[src/rtl/plic_target_arbiter.sv]
// rtl/plic_target_arbiter.sv - per-target PLIC arbiter with claim/complete handling
// Pending latch, max-priority selection above threshold, claim FSM and completion pulses.
module plic_target_arbiter #(
  parameter int Number_of_Sources = 5,
  parameter int Interrupt_Width   = 3,
  parameter int ID_W              = $clog2(Number_of_Sources + 1)
) (
  input  logic                                         clk,
  input  logic                                         reset,
  input  logic [Number_of_Sources-1:0]                 interrupt_request,
  input  logic [Number_of_Sources*Interrupt_Width-1:0] priority_flat,
  input  logic [Interrupt_Width-1:0]                   threshold,
  input  logic                                         claim_req,
  output logic                                         claim_ready,
  output logic                                         claim_valid,
  output logic [ID_W-1:0]                              claim_id,
  input  logic                                         complete_valid,
  input  logic [ID_W-1:0]                              complete_id,
  output logic [Number_of_Sources-1:0]                 interrupt_complete,
  output logic                                         eip,
  output logic [Number_of_Sources-1:0]                 pending,
  output logic [Number_of_Sources-1:0]                 in_service
);

  localparam int N = Number_of_Sources;
  localparam int W = Interrupt_Width;

  typedef enum logic [1:0] {C_IDLE, C_RESP, C_SETTLE} state_e;

  state_e          state_q, state_d;
  logic [N-1:0]    req_q;
  logic [N-1:0]    pending_q, pending_d;
  logic [N-1:0]    in_service_q, in_service_d;
  logic [N-1:0]    interrupt_complete_q;
  logic [N-1:0]    claim_mask, cmp_mask;
  logic [ID_W-1:0] best_id_q;
  logic [ID_W-1:0] claim_id_q;
  logic            claim_valid_q;
  logic            eip_q;
  logic            claim_accept;
  logic [ID_W-1:0] arb_id;
  logic [W-1:0]    arb_prio;

  // Strict '>' keeps the lowest ID on priority ties.
  always_comb begin
    arb_id   = '0;
    arb_prio = '0;
    for (int k = 0; k < N; k++) begin
      if (pending_q[k] && !in_service_q[k] &&
          (priority_flat[k*W +: W] > threshold) &&
          (priority_flat[k*W +: W] > arb_prio)) begin
        arb_id   = ID_W'(k + 1);
        arb_prio = priority_flat[k*W +: W];
      end
    end
  end

  always_comb begin
    state_d      = state_q;
    claim_accept = 1'b0;
    case (state_q)
      C_IDLE: begin
        if (claim_req) begin
          state_d      = C_RESP;
          claim_accept = 1'b1;
        end
      end
      C_RESP:   state_d = C_SETTLE;
      C_SETTLE: state_d = C_IDLE;
      default:  state_d = C_IDLE;
    endcase
  end

  // Completion checks the pre-update in_service, so a same-cycle claim cannot be completed.
  always_comb begin
    claim_mask = '0;
    cmp_mask   = '0;
    for (int k = 0; k < N; k++) begin
      if (claim_accept && (best_id_q == ID_W'(k + 1))) begin
        claim_mask[k] = 1'b1;
      end
      if (complete_valid && (complete_id == ID_W'(k + 1)) && in_service_q[k]) begin
        cmp_mask[k] = 1'b1;
      end
    end
  end

  assign pending_d    = (pending_q & ~claim_mask) | (interrupt_request & ~req_q);
  assign in_service_d = (in_service_q & ~cmp_mask) | claim_mask;

  always_ff @(posedge clk) begin
    req_q <= interrupt_request;
    if (reset) begin
      state_q              <= C_IDLE;
      pending_q            <= '0;
      in_service_q         <= '0;
      best_id_q            <= '0;
      eip_q                <= 1'b0;
      claim_valid_q        <= 1'b0;
      claim_id_q           <= '0;
      interrupt_complete_q <= '0;
    end else begin
      state_q              <= state_d;
      pending_q            <= pending_d;
      in_service_q         <= in_service_d;
      best_id_q            <= arb_id;
      eip_q                <= (arb_id != '0) && (state_d == C_IDLE);
      claim_valid_q        <= claim_accept;
      interrupt_complete_q <= cmp_mask;
      if (claim_accept) begin
        claim_id_q <= best_id_q;
      end
    end
  end

  assign claim_ready        = (state_q == C_IDLE);
  assign claim_valid        = claim_valid_q;
  assign claim_id           = claim_id_q;
  assign interrupt_complete = interrupt_complete_q;
  assign eip                = eip_q;
  assign pending            = pending_q;
  assign in_service         = in_service_q;

endmodule

[config.mk]
export PLATFORM = sky130hd
export DESIGN_NAME = plic_target_arbiter
export DESIGN_NICKNAME = d
export VERILOG_FILES = /design/src/rtl/plic_target_arbiter.sv
export SDC_FILE = /design/constraint.sdc
export NUM_CORES = 1
export LEC_CHECK = 0
export ABC_AREA = 1
export BUFFER_PORTS_ARGS = -buffer_cell sky130_fd_sc_hd__clkbuf_2
export CORE_MARGIN = 5
export CORE_UTILIZATION = 53
export CTS_CLUSTER_DIAMETER = 100
export DETAILED_ROUTE_END_ITERATION = 7
export PLACE_DENSITY = 0.79
export SLEW_MARGIN = 10
export SYNTH_ARGS = -nofsm -noshare
export SYNTH_HDL_FRONTEND = slang
export SYNTH_SLANG_ARGS = --single-unit
[constraint.sdc]
create_clock -name clk -period 5.3 [get_ports clk]
set_input_delay 0.53 -clock clk [delete_from_list [all_inputs] [get_ports clk]]
set_output_delay 0.53 -clock clk [all_outputs]
set_load 0.01 [all_outputs]
==> Implementation_results.wiki, run 1 <==
{| class="wikitable"
! Metric !! Value
|-
| Hold Fails Final Rpt || 0
|-
| Areal power density over the cells || 252 nW/um2
|-
| Fin Hold WS || 0.363 ns
|-
| Clock sinks || 30
|-
| Slew margin rel. || 0.698
|-
| Number of enable flip-flop cells after synthesis || 0
|-
| Net Sw Frac || 0.288
|-
| Kind of launch point of the worst setup path || input pin
|-
| Tightest Pin Transition || 0.454 ns
|-
| Dominant register cell in the synthesized netlist || dfxtp_1
|-
| Pin count of the biggest net entering global routing || 23
|-
| FP Rows || 22
|-
| Worst endpoint data arrival time || just over 5 ns
|-
| Number of vias in the routed layout || 1829
|-
| Highest achievable clock rate || 0.202 GHz
|-
| CTS tree || built
|-
| Max-slew violations || 0
|-
| Clock latency of the later-clocked register in the worst-skew pair || 0.28 ns
|-
| Dominant cells by area after synthesis || dfxtp_1 31%, ha_1 17%, nand2_1 8.5%
|-
| First-pass GRT wire length || 7080 um
|-
| Area share of the largest cell type after synthesis || 0.310
|-
| Ant. Diodes || 0
|-
| Max VDD drop || between 0.2 and 0.25 mV
|-
| Share of layout cells above drive strength 1 || 0.296
|-
| Cts-stage hold buffer count || 0
|-
| Number of nets still failing antenna checks after routing || 0
|-
| Routed WL per cell || 12.2 um
|-
| Portion of total power attributed to the clock network || 0.362
|-
| Average cell area after synthesis || 7.66 um2
|-
| Post-synthesis net count || slightly above 300
|-
| Maximum buffer depth of the clock tree || 2
|-
| R2R setup slack || roughly 0.62 ns
|-
| WS Path Type || input pin to flip-flop
|-
| Starting utilization of the core area || 0.537
|-
| Die outline area || 4970 um2
|-
| Share of the yosys chip area belonging to registers || 0.310
|-
| Total net switching power || 176 uW
|-
| R2r worst-path depth || 33
|-
| Critical-path top delay cell || ha_1
|-
| Die Height || approximately 70 um
|-
| Nets || 370
|-
| Count of unresolved DRC violations after routing || 0
|-
| Initial antenna violation count || 0
|-
| Die X-Extent || 70.5 um
|-
| Post-synth design cell area || 1940 um2
|-
| MaxCap Viol Count || 0
|-
| Sum of internal, switching and leakage power || 611 uW
|-
| Number of library cell types mapped by synthesis || 32
|-
| GRT Total Usage || 0.178
|-
| Detailed Route Iter0 Violations || a little over 60
|-
| Fraction of registers with async set or reset after synthesis || 0
|-
| Biggest cell delay along the critical path || 0.33 ns
|-
| Clock root buffer || clkbuf_8
|-
| RePlAce Congestion || 0.906
|-
| Leak || 1.21 nW
|-
| Post-Syn Instances || 253
|-
| Final wirelength || approximately 4400 um
|-
| TritonCTS Buffers || 5
|-
| Final Cycle Share || 0.936
|-
| Depth of the worst hold-timing path || 1
|-
| Post-route clock skew || 0.00526 ns
|-
| Via count of the first global-routing pass || 1673
|-
| Buffers added on ports || 50
|-
| Via-to-Cell Ratio || 5.05
|-
| Clock transition time at the flip-flop clock pins of the worst setup and hold paths || 0.06 ns
|-
| Result of the run || complete, no violations
|-
| Count of endpoints failing setup in the final report || 0
|-
| Critical-path maximum fanout || 8
|-
| Internal Power || 435 uW
|-
| Post-Place Cells || around 350
|-
| Gr ovfl total || 0
|-
| Minimum clock period after layout || 4.96 ns
|-
| Finished Layout Cells || 362
|-
| Type of element capturing the critical path || flip-flop
|-
| IO Count || 51
|-
| Yosys warning total || 0
|-
| Power share of the sequential group || 0.398
|-
| Library cell occupying the most area in the post-synthesis netlist || dfxtp_1
|-
| Area Growth Syn to Fin || 25.1%
|-
| DP HPWL || approximately 3600 um
|-
| Combinational fraction of design power || 0.240
|-
| Required time at the worst-slack endpoint || about 5.5 ns
|-
| Flip-flop and latch count after synthesis || 30
|-
| Worst min-delay path class || input pin to flip-flop
|-
| H-Tree Level Count || 2
|-
| DR pass1 iterations || 4
|-
| Core Region || roughly 3600 um2
|}
path summary, 6_finish.rpt:
check	end	start
worst min-delay path	req_q[2]$_DFF_P_	interrupt_request[2]
worst max-delay path	eip$_SDFF_PP0_	threshold[2]
worst max register to register	eip$_SDFF_PP0_	pending[0]$_SDFF_PP0_
worst min register to register	state_q[1]$_SDFF_PP0_	state_q[0]$_SDFF_PP0_
synthesized netlist by cell type, drive strengths merged, types with 2 or more instances:
library cell  instances
nor3                  9
a211oi                2
clkinv                2
nor4                  2
nand2                49
inv                  38
dfxtp                30
o21ai                 8
or2                   2
nand4                 7
nor2                 25
nand3b                4
o22ai                 3
nand3                21
and2                  2
a21oi                18
ha                   27
power by group through the flow:
stage | Sequential, mW | Combinational [mW] | Clock (mW)
2_1_floorplan | 0.249 | 0.0931 | 0
3_3_place_gp | 0.247 | 0.134 | 0
3_5_place_dp | 0.248 | 0.138 | 0
4_1_cts | 0.243 | 0.138 | 0.227
5_1_grt | 0.244 | 0.167 | 0.234
6_report | 0.243 | 0.147 | 0.221
routing by layer:
layer | global-route usage | share of wire | up-vias
li1 | - | - | 962
met5 | 0 | 0 | -
met3 | 0.0460 | 0.048 | 17
met2 | 0.287 | 0.48 | 46
met4 | 0.104 | 0.036 | 0
met1 | 0.211 | 0.43 | 804
state kept, by name, indices dropped and copies added, names as in the netlist:
register / count
best_id_q: 3
claim_valid: 1
interrupt_complete: 5
claim_id: 3
eip: 1
req_q: 5
in_service: 5
state_q: 2
pending: 5
per-stage QoR:
stage	setup WS, ns	area, um2	utilization	setup TNS [ns]
global placement	0.196	2260	0.628	0
floorplan	0.516	1940	-	0
finish	0.339	2420	0.672	0
CTS	0.279	2370	0.657	0
detailed placement	-0.00422	2260	0.628	-0.00422
global route	-0.0534	2420	0.672	-0.0534
logic make-up after synthesis:
logic type / after synthesis / synth area share
flip-flops: 30 / 0.310
adder cells (fa/ha/maj): 27 / 0.174
AND/OR/NAND/NOR: 122 / 0.340
AO/OA/AOI/OAI: 32 / 0.0936
buffers and inverters: 42 / 0.0820
layout make-up:
type	count	area [um2]
multi-input cells	181	1220
inverters	40	151
flip-flops and latches	30	601
clock inverters	1	30.0
well taps	48	60.1
clock buffers	7	76.3
fillers	322	1180
repair buffers	55	288
critical path, delay by kind of cell:
kind / cells / cell delay, ns
and+or+nand+nor: 23 / 2.58
adders and majority gates: 5 / 1.52
AOI/OAI and AO/OA: 4 / 0.37
buffers and inverters: 2 / 0.14
layout by cell type (no fill, tap or decap), drive strengths merged:
master and instances:
or2 2, clkbuf 57, nand4 7, o21ai 8, dfxtp 30, clkinv 2, bufinv 1, buf 5
nand2 49, nor2 25, nor3b 1, a211oi 2, nor4 2, nand3b 4, nand3 21, a31oi 1
ha 27, nor3 9, inv 38, o22ai 3, and2 2, a21oi 18
what timing repair did:
item	4_1_cts	5_1_grt
setup endpoints to repair	0	2
setup buffers	0	2
gates resized for setup	0	8
Power figures use the tool's default switching activity.
==> inputs of run 2 (changes only) <==
- REMOVE_ABC_BUFFERS: unset -> 1
- TNS_END_PERCENT: unset -> 5
==> run 2 against run 1 <==
Final area increased by 0.98%; critical endpoint is now best_id_q[2]$_SDFF_PP0_; utilization grew 0.66 points; first-iteration DRC count rose by 23%; register-to-register slack improved by 0.02 ns; largest power group unchanged; via count down 0.60%; largest cell class unchanged; worst hold slack better by 0.0080 ns; total power shrank 1.7%.
==> Implementation_results.wiki, run 2 (same netlist as run 1, synthesis figures left out) <==
{| class="wikitable"
! Metric !! Value
|-
| Cts-stage hold buffer count || 0 (unchanged)
|-
| Leak || 1.22 nW (was 1.21 nW)
|-
| Launching point of the worst reg2reg path || pending[0]$_SDFF_PP0_ (unchanged)
|-
| Required time at the worst-slack endpoint || 5.50 ns (was 5.48 ns)
|-
| Maximum buffer depth of the clock tree || 2 (unchanged)
|-
| Nets || 370 (unchanged)
|-
| CTS tree || built (unchanged)
|-
| H-Tree Level Count || 2 (unchanged)
|-
| Die Height || 70.5 um (unchanged)
|-
| Count of endpoints failing setup in the final report || 0 (unchanged)
|-
| Via-to-Cell Ratio || 5.02 (was 5.05)
|-
| Most frequent standard cell in the layout excluding fill and tap cells || clkbuf_2 (unchanged)
|-
| Portion of total power attributed to the clock network || 0.348 (was 0.362)
|-
| Final wirelength || 4420 um (about the same)
|-
| Hold Fails Final Rpt || 0 (unchanged)
|-
| Pin count of the biggest net entering global routing || 23 (unchanged)
|-
| Type of element capturing the critical path || flip-flop (unchanged)
|-
| Worst endpoint data arrival time || 5.13 ns (was 5.14 ns)
|-
| Combinational fraction of design power || 0.248 (was 0.240)
|-
| Setup TNS after final layout || 0 ns (unchanged)
|-
| Initial antenna violation count || 0 (unchanged)
|-
| Count of unresolved DRC violations after routing || 0 (unchanged)
|-
| Via count of the first global-routing pass || 1728 (was 1673)
|-
| Clock latency of the later-clocked register in the worst-skew pair || 0.27 ns (was 0.28 ns)
|-
| FP Rows || 22 (unchanged)
|-
| R2R setup slack || 0.64 ns (was 0.62 ns)
|-
| Die outline area || 4970 um2 (unchanged)
|-
| Min-delay src || interrupt_request[0] (was interrupt_request[2])
|-
| Clock transition time at the flip-flop clock pins of the worst setup and hold paths || 0.06 ns (about the same)
|-
| Critical-path maximum fanout || 8 (unchanged)
|-
| Die X-Extent || 70.5 um (unchanged)
|-
| Net Sw Frac || 0.290 (was 0.288)
|-
| Area Growth Syn to Fin || 26.3% (was 25.1%)
|-
| TritonCTS Buffers || 5 (unchanged)
|-
| Detailed Route Iter0 Violations || 75 (was 61)
|-
| Kind of launch point of the worst setup path || input pin (unchanged)
|-
| Placement-stage worst setup slack || 0.0265 ns (was -0.00422 ns)
|-
| Ant. Diodes || 0 (unchanged)
|-
| Highest achievable clock rate || 0.203 GHz (was 0.202 GHz)
|-
| Fin Hold WS || 0.371 ns (was 0.363 ns)
|-
| Standard cell area after detailed placement || 2260 um2 (about the same)
|-
| MaxCap Viol Count || 0 (unchanged)
|-
| Internal Power || 427 uW (was 435 uW)
|-
| Gr ovfl total || 0 (unchanged)
|-
| Max VDD drop || 0.214 mV (was 0.242 mV)
|-
| Most used cells in the layout excluding fill and tap cells || 50 x clkbuf_2, 42 x nand2_1, 35 x inv_1 (unchanged)
|-
| Share of layout cells above drive strength 1 || 0.312 (was 0.296)
|-
| Worst min-delay path class || input pin to flip-flop (unchanged)
|-
| Number of vias in the routed layout || 1818 (was 1829)
|-
| Minimum clock period after layout || 4.93 ns (was 4.96 ns)
|-
| R2r worst-path depth || 33 (unchanged)
|-
| Least setup slack across all paths after layout || 0.374 ns (was 0.339 ns)
|-
| DR pass1 iterations || 4 (unchanged)
|-
| Final Cycle Share || 0.929 (was 0.936)
|-
| Biggest cell delay along the critical path || 0.32 ns (was 0.33 ns)
|-
| Buffers added on ports || 50 (unchanged)
|-
| Areal power density over the cells || 246 nW/um2 (was 252 nW/um2)
|-
| DP HPWL || 3560 um (was 3620 um)
|-
| WS Path Type || input pin to flip-flop (unchanged)
|-
| Power share of the sequential group || 0.404 (was 0.398)
|-
| Cell area after layout || 2450 um2 (was 2420 um2)
|-
| IO Count || 51 (unchanged)
|-
| Clock sinks || 30 (unchanged)
|-
| Total net switching power || 174 uW (was 176 uW)
|-
| RePlAce Congestion || 0.906 (unchanged)
|-
| Starting utilization of the core area || 0.537 (unchanged)
|-
| R2r endpoint || best_id_q[2]$_SDFF_PP0_ (was eip$_SDFF_PP0_)
|-
| Post-route clock skew || 0.00293 ns (was 0.00526 ns)
|-
| Depth of the worst hold-timing path || 1 (unchanged)
|-
| Max-slew violations || 0 (unchanged)
|-
| Tightest Pin Transition || 0.436 ns (was 0.454 ns)
|-
| Destination of the worst hold path || req_q[0]$_DFF_P_ (was req_q[2]$_DFF_P_)
|-
| Clock root buffer || clkbuf_8 (unchanged)
|-
| Critical-path top delay cell || ha_1 (unchanged)
|-
| Slew margin rel. || 0.709 (was 0.698)
|-
| Result of the run || complete, no violations (unchanged)
|-
| GRT Total Usage || 0.183 (was 0.178)
|-
| Routed WL per cell || 12.2 um (about the same)
|-
| First-pass GRT wire length || 7350 um (was 7080 um)
|-
| Core Region || 3610 um2 (unchanged)
|-
| Number of nets still failing antenna checks after routing || 0 (unchanged)
|}
## run 2: cell count changes in the layout (fill, tap and decap cells not counted)
cell | before | now
bufinv_16 | 1 | 0
clkbuf_1 | 2 | 0
clkbuf_8 | 5 | 8
ha_1 | 27 | 25
ha_4 | 0 | 2
nor2_1 | 17 | 16
nor2_2 | 5 | 6
o21ai_0 | 2 | 1
o21ai_1 | 2 | 3
o21ai_2 | 2 | 3
o21ai_4 | 2 | 1
## run 2: what timing repair did
action / CTS / global route
hold endpoints to repair: 0 / 0
gates resized for setup: 0 / 11
setup buffers: 0 / 3
endpoints found under the setup margin: 0 / 4
## run 2: power by group through the flow
stage          registers [mW]  logic, mW  clock network, mW
2_1_floorplan           0.249     0.0913                  0
3_3_place_gp            0.248      0.135                  0
3_5_place_dp            0.248      0.136                  0
4_1_cts                 0.243      0.138              0.214
5_1_grt                 0.244      0.170              0.225
6_report                0.243      0.149              0.209
## run 2: how the worst max path moves through the flow
stage | end | start | slack, ns
final | best_id_q[2]$_SDFF_PP0_ | threshold[2] | 0.37
after global routing | best_id_q[2]$_SDFF_PP0_ | threshold[2] | -0.02
after CTS | eip$_SDFF_PP0_ | threshold[2] | 0.28
after detailed placement | eip$_SDFF_PP0_ | threshold[2] | 0.03
after global placement | eip$_SDFF_PP0_ | threshold[2] | 0.16
after floorplan | eip$_SDFF_PP0_ | threshold[2] | 0.52
## run 2: worst max-delay path, delay by kind of cell
family,cells,cell delay (ns)
adder cells (fa/ha/maj),5,1.43
buffers and inverters,4,0.36
AND/OR/NAND/NOR,23,2.44
AO/OA/AOI/OAI,3,0.38
## run 2: per-layer routing
metal  part of all wire  GRT usage  vias up  wire [um]
met5                  0          0        -          0
met4              0.017     0.0702        0         76
met3              0.050     0.0331        7        223
met2               0.49      0.308       46       2180
met1               0.44      0.230      800       1940
li1                   -          -      965          -
## run 2: layout make-up
| class | instances | area, um2 |
|---|---|---|
| tap | 48 | 60.1 |
| fill | 307 | 1160 |
| inverter | 40 | 151 |
| sequential | 30 | 601 |
| multi-input combinational | 181 | 1240 |
| timing repair buffer | 55 | 288 |
| clock buffer | 8 | 110 |
## run 2: per-stage QoR
stage	std cells	utilization	total power [mW]
detailed placement	351	0.626	0.384
floorplan	251	-	0.341
finish	362	0.679	0.601
global route	362	0.679	0.639
global placement	351	0.626	0.382
CTS	359	0.656	0.595
==> inputs of run 3 (changes only) <==
- CORE_ASPECT_RATIO: unset -> 1.1
==> run 3 against run 2 <==
Clock skew is 0.0065 ns higher; critical path depth is 1 higher; sequential cell count stayed put; die area hardly changed; worst setup slack worse by 0.047 ns; wire length is 4.7% higher; first-iteration DRC count is 15% lower; maximum frequency is 0.95% lower; clock-buffer cell count is 1 lower; final area is 1.7% lower; combinational power hardly changed; register-to-register slack worse by 0.03 ns.
==> Implementation_results.wiki, run 3 (same netlist as run 1, synthesis figures left out) <==
{| class="wikitable"
! Metric !! Value
|-
| Post-Place Cells || 354 (was 351)
|-
| Max VDD drop || 0.211 mV (was 0.214 mV)
|-
| IO Count || 51 (unchanged)
|-
| Areal power density over the cells || 231 nW/um2 (was 246 nW/um2)
|-
| M1 WL || 1970 um (was 1940 um)
|-
| Cts-stage hold buffer count || 0 (unchanged)
|-
| Type of element capturing the critical path || flip-flop (unchanged)
|-
| Number of vias in the routed layout || 1845 (was 1818)
|-
| Standard cell area after detailed placement || 2270 um2 (was 2260 um2)
|-
| Initial antenna violation count || 0 (unchanged)
|-
| Placement-stage worst setup slack || -0.0376 ns (was 0.0265 ns)
|-
| Leak || 1.20 nW (was 1.22 nW)
|-
| Area Growth Syn to Fin || 24.2% (was 26.3%)
|-
| Required time at the worst-slack endpoint || 5.47 ns (was 5.50 ns)
|-
| Hold Fails Final Rpt || 0 (unchanged)
|-
| WS Path Type || input pin to flip-flop (unchanged)
|-
| Minimum clock period after layout || 4.97 ns (was 4.93 ns)
|-
| Final wirelength || 4630 um (was 4420 um)
|-
| Met2 WL || 2340 um (was 2180 um)
|-
| DP HPWL || 3790 um (was 3560 um)
|-
| Via-to-Cell Ratio || 5.05 (was 5.02)
|-
| Number of buffers and inverters on the critical path || 5 (was 4)
|-
| Final Cycle Share || 0.938 (was 0.929)
|-
| Ant. Diodes || 0 (unchanged)
|-
| GRT Total Usage || 0.194 (was 0.183)
|-
| Finished Layout Cells || 365 (was 362)
|-
| Clock latency of the later-clocked register in the worst-skew pair || 0.28 ns (was 0.27 ns)
|-
| Clock root buffer || clkbuf_8 (unchanged)
|-
| Count of unresolved DRC violations after routing || 0 (unchanged)
|-
| Nets || 372 (was 370)
|-
| Result of the run || complete, no violations (unchanged)
|-
| H-Tree Level Count || 2 (unchanged)
|-
| Gr ovfl total || 0 (unchanged)
|-
| Least setup slack across all paths after layout || 0.327 ns (was 0.374 ns)
|-
| Number of nets still failing antenna checks after routing || 0 (unchanged)
|-
| Pin count of the biggest net entering global routing || 23 (unchanged)
|-
| Maximum buffer depth of the clock tree || 2 (unchanged)
|-
| R2R setup slack || 0.61 ns (was 0.64 ns)
|-
| Post-route clock skew || 0.00939 ns (was 0.00293 ns)
|-
| Most frequent standard cell in the layout excluding fill and tap cells || clkbuf_2 (unchanged)
|-
| Portion of total power attributed to the clock network || 0.297 (was 0.348)
|-
| Cell area after layout || 2410 um2 (was 2450 um2)
|-
| Worst setup startpoint || threshold[2] (unchanged)
|-
| Critical-path maximum fanout || 7 (was 8)
|-
| Length of routed met3 wiring || 204 um (was 223 um)
|-
| RePlAce Congestion || 0.871 (was 0.906)
|-
| Starting utilization of the core area || 0.539 (was 0.537)
|-
| Internal Power || 385 uW (was 427 uW)
|-
| Share of layout cells above drive strength 1 || 0.302 (was 0.312)
|-
| Critical-path top delay cell || ha_1 (unchanged)
|-
| Die X-Extent || 67.7 um (was 70.5 um)
|-
| Count of endpoints failing setup in the final report || 0 (unchanged)
|-
| Biggest cell delay along the critical path || 0.34 ns (was 0.32 ns)
|-
| Detailed Route Iter0 Violations || 64 (was 75)
|-
| Top layer used by detailed routing || met4 (unchanged)
|-
| Kind of launch point of the worst setup path || input pin (unchanged)
|-
| FP Rows || 23 (was 22)
|-
| Launching point of the worst reg2reg path || pending[0]$_SDFF_PP0_ (unchanged)
|-
| Max-slew violations || 0 (unchanged)
|-
| Most used cells in the layout excluding fill and tap cells || 50 x clkbuf_2, 42 x nand2_1, 35 x inv_1 (unchanged)
|-
| CTS tree || built (unchanged)
|-
| Net Sw Frac || 0.308 (was 0.290)
|-
| Highest achievable clock rate || 0.201 GHz (was 0.203 GHz)
|-
| Worst endpoint data arrival time || 5.15 ns (was 5.13 ns)
|-
| Routed WL per cell || 12.7 um (was 12.2 um)
|-
| Clock transition time at the flip-flop clock pins of the worst setup and hold paths || 0.06 ns (about the same)
|-
| Power share of the sequential group || 0.437 (was 0.404)
|-
| Slew margin rel. || 0.701 (was 0.709)
|-
| Clock sinks || 30 (unchanged)
|-
| Buffers added on ports || 50 (unchanged)
|-
| Min-delay src || interrupt_request[0] (unchanged)
|-
| Die Height || 73.4 um (was 70.5 um)
|-
| Combinational fraction of design power || 0.266 (was 0.248)
|-
| Total net switching power || 171 uW (was 174 uW)
|-
| Top Family by Delay on Critical Path || simple AND/OR/NAND/NOR gates (unchanged)
|-
| Via count of the first global-routing pass || 1695 (was 1728)
|-
| First-pass GRT wire length || 7180 um (was 7350 um)
|-
| Worst min-delay path class || input pin to flip-flop (unchanged)
|-
| Core Region || 3600 um2 (was 3610 um2)
|-
| Die outline area || 4970 um2 (about the same)
|-
| Tightest Pin Transition || 0.448 ns (was 0.436 ns)
|-
| MaxCap Viol Count || 0 (unchanged)
|-
| TritonCTS Buffers || 5 (unchanged)
|-
| DR pass1 iterations || 4 (unchanged)
|}
[run 3: cell count changes in the layout (fill, tap and decap cells not counted), sizes merged]
cell    change
clkbuf      -1
buf         +2
[run 3: cell type report]
type | instances | area [um2]
tap | 50 | 62.6
fill | 332 | 1190
timing repair buffer | 57 | 303
sequential | 30 | 601
multi-input combinational | 181 | 1210
inverter | 40 | 151
clock buffer | 7 | 76.3
[run 3: routing by layer]
metal | track usage | up-vias
met5 | 0 | -
met4 | 0.0901 | 0
met3 | 0.0398 | 10
li1 | - | 968
met2 | 0.329 | 48
met1 | 0.231 | 819
[run 3: what timing repair did]
action	CTS	global route
resized for setup	0	8
setup buffers	0	4
endpoints found under the hold margin	0	0
setup endpoints to repair	0	3
[run 3: path summary, 6_finish.rpt]
path                                         endpoint  cells past startpoint
worst max-delay path                   eip$_SDFF_PP0_                     36
worst min-delay path                 req_q[0]$_DFF_P_                      1
worst min register to register  pending[3]$_SDFF_PP0_                      3
worst max register to register         eip$_SDFF_PP0_                     34
[run 3: metrics by stage]
stage | hold slack [ns] | utilization | power, mW | setup TNS [ns]
global route | 0.354 | 0.669 | 0.594 | -0.0955
global placement | 0.464 | 0.630 | 0.383 | 0
floorplan | 0.451 | - | 0.341 | 0
CTS | 0.357 | 0.651 | 0.555 | 0
finish | 0.368 | 0.669 | 0.556 | 0
detailed placement | 0.467 | 0.630 | 0.386 | -0.0376
[run 3: power groups by stage]
| stage | Clock, mW | Combinational [mW] | Sequential [mW] |
|---|---|---|---|
| floorplan | 0 | 0.0913 | 0.249 |
| global placement | 0 | 0.135 | 0.247 |
| detailed placement | 0 | 0.139 | 0.248 |
| CTS | 0.172 | 0.140 | 0.243 |
| global route | 0.182 | 0.168 | 0.244 |
| finish | 0.165 | 0.148 | 0.243 |
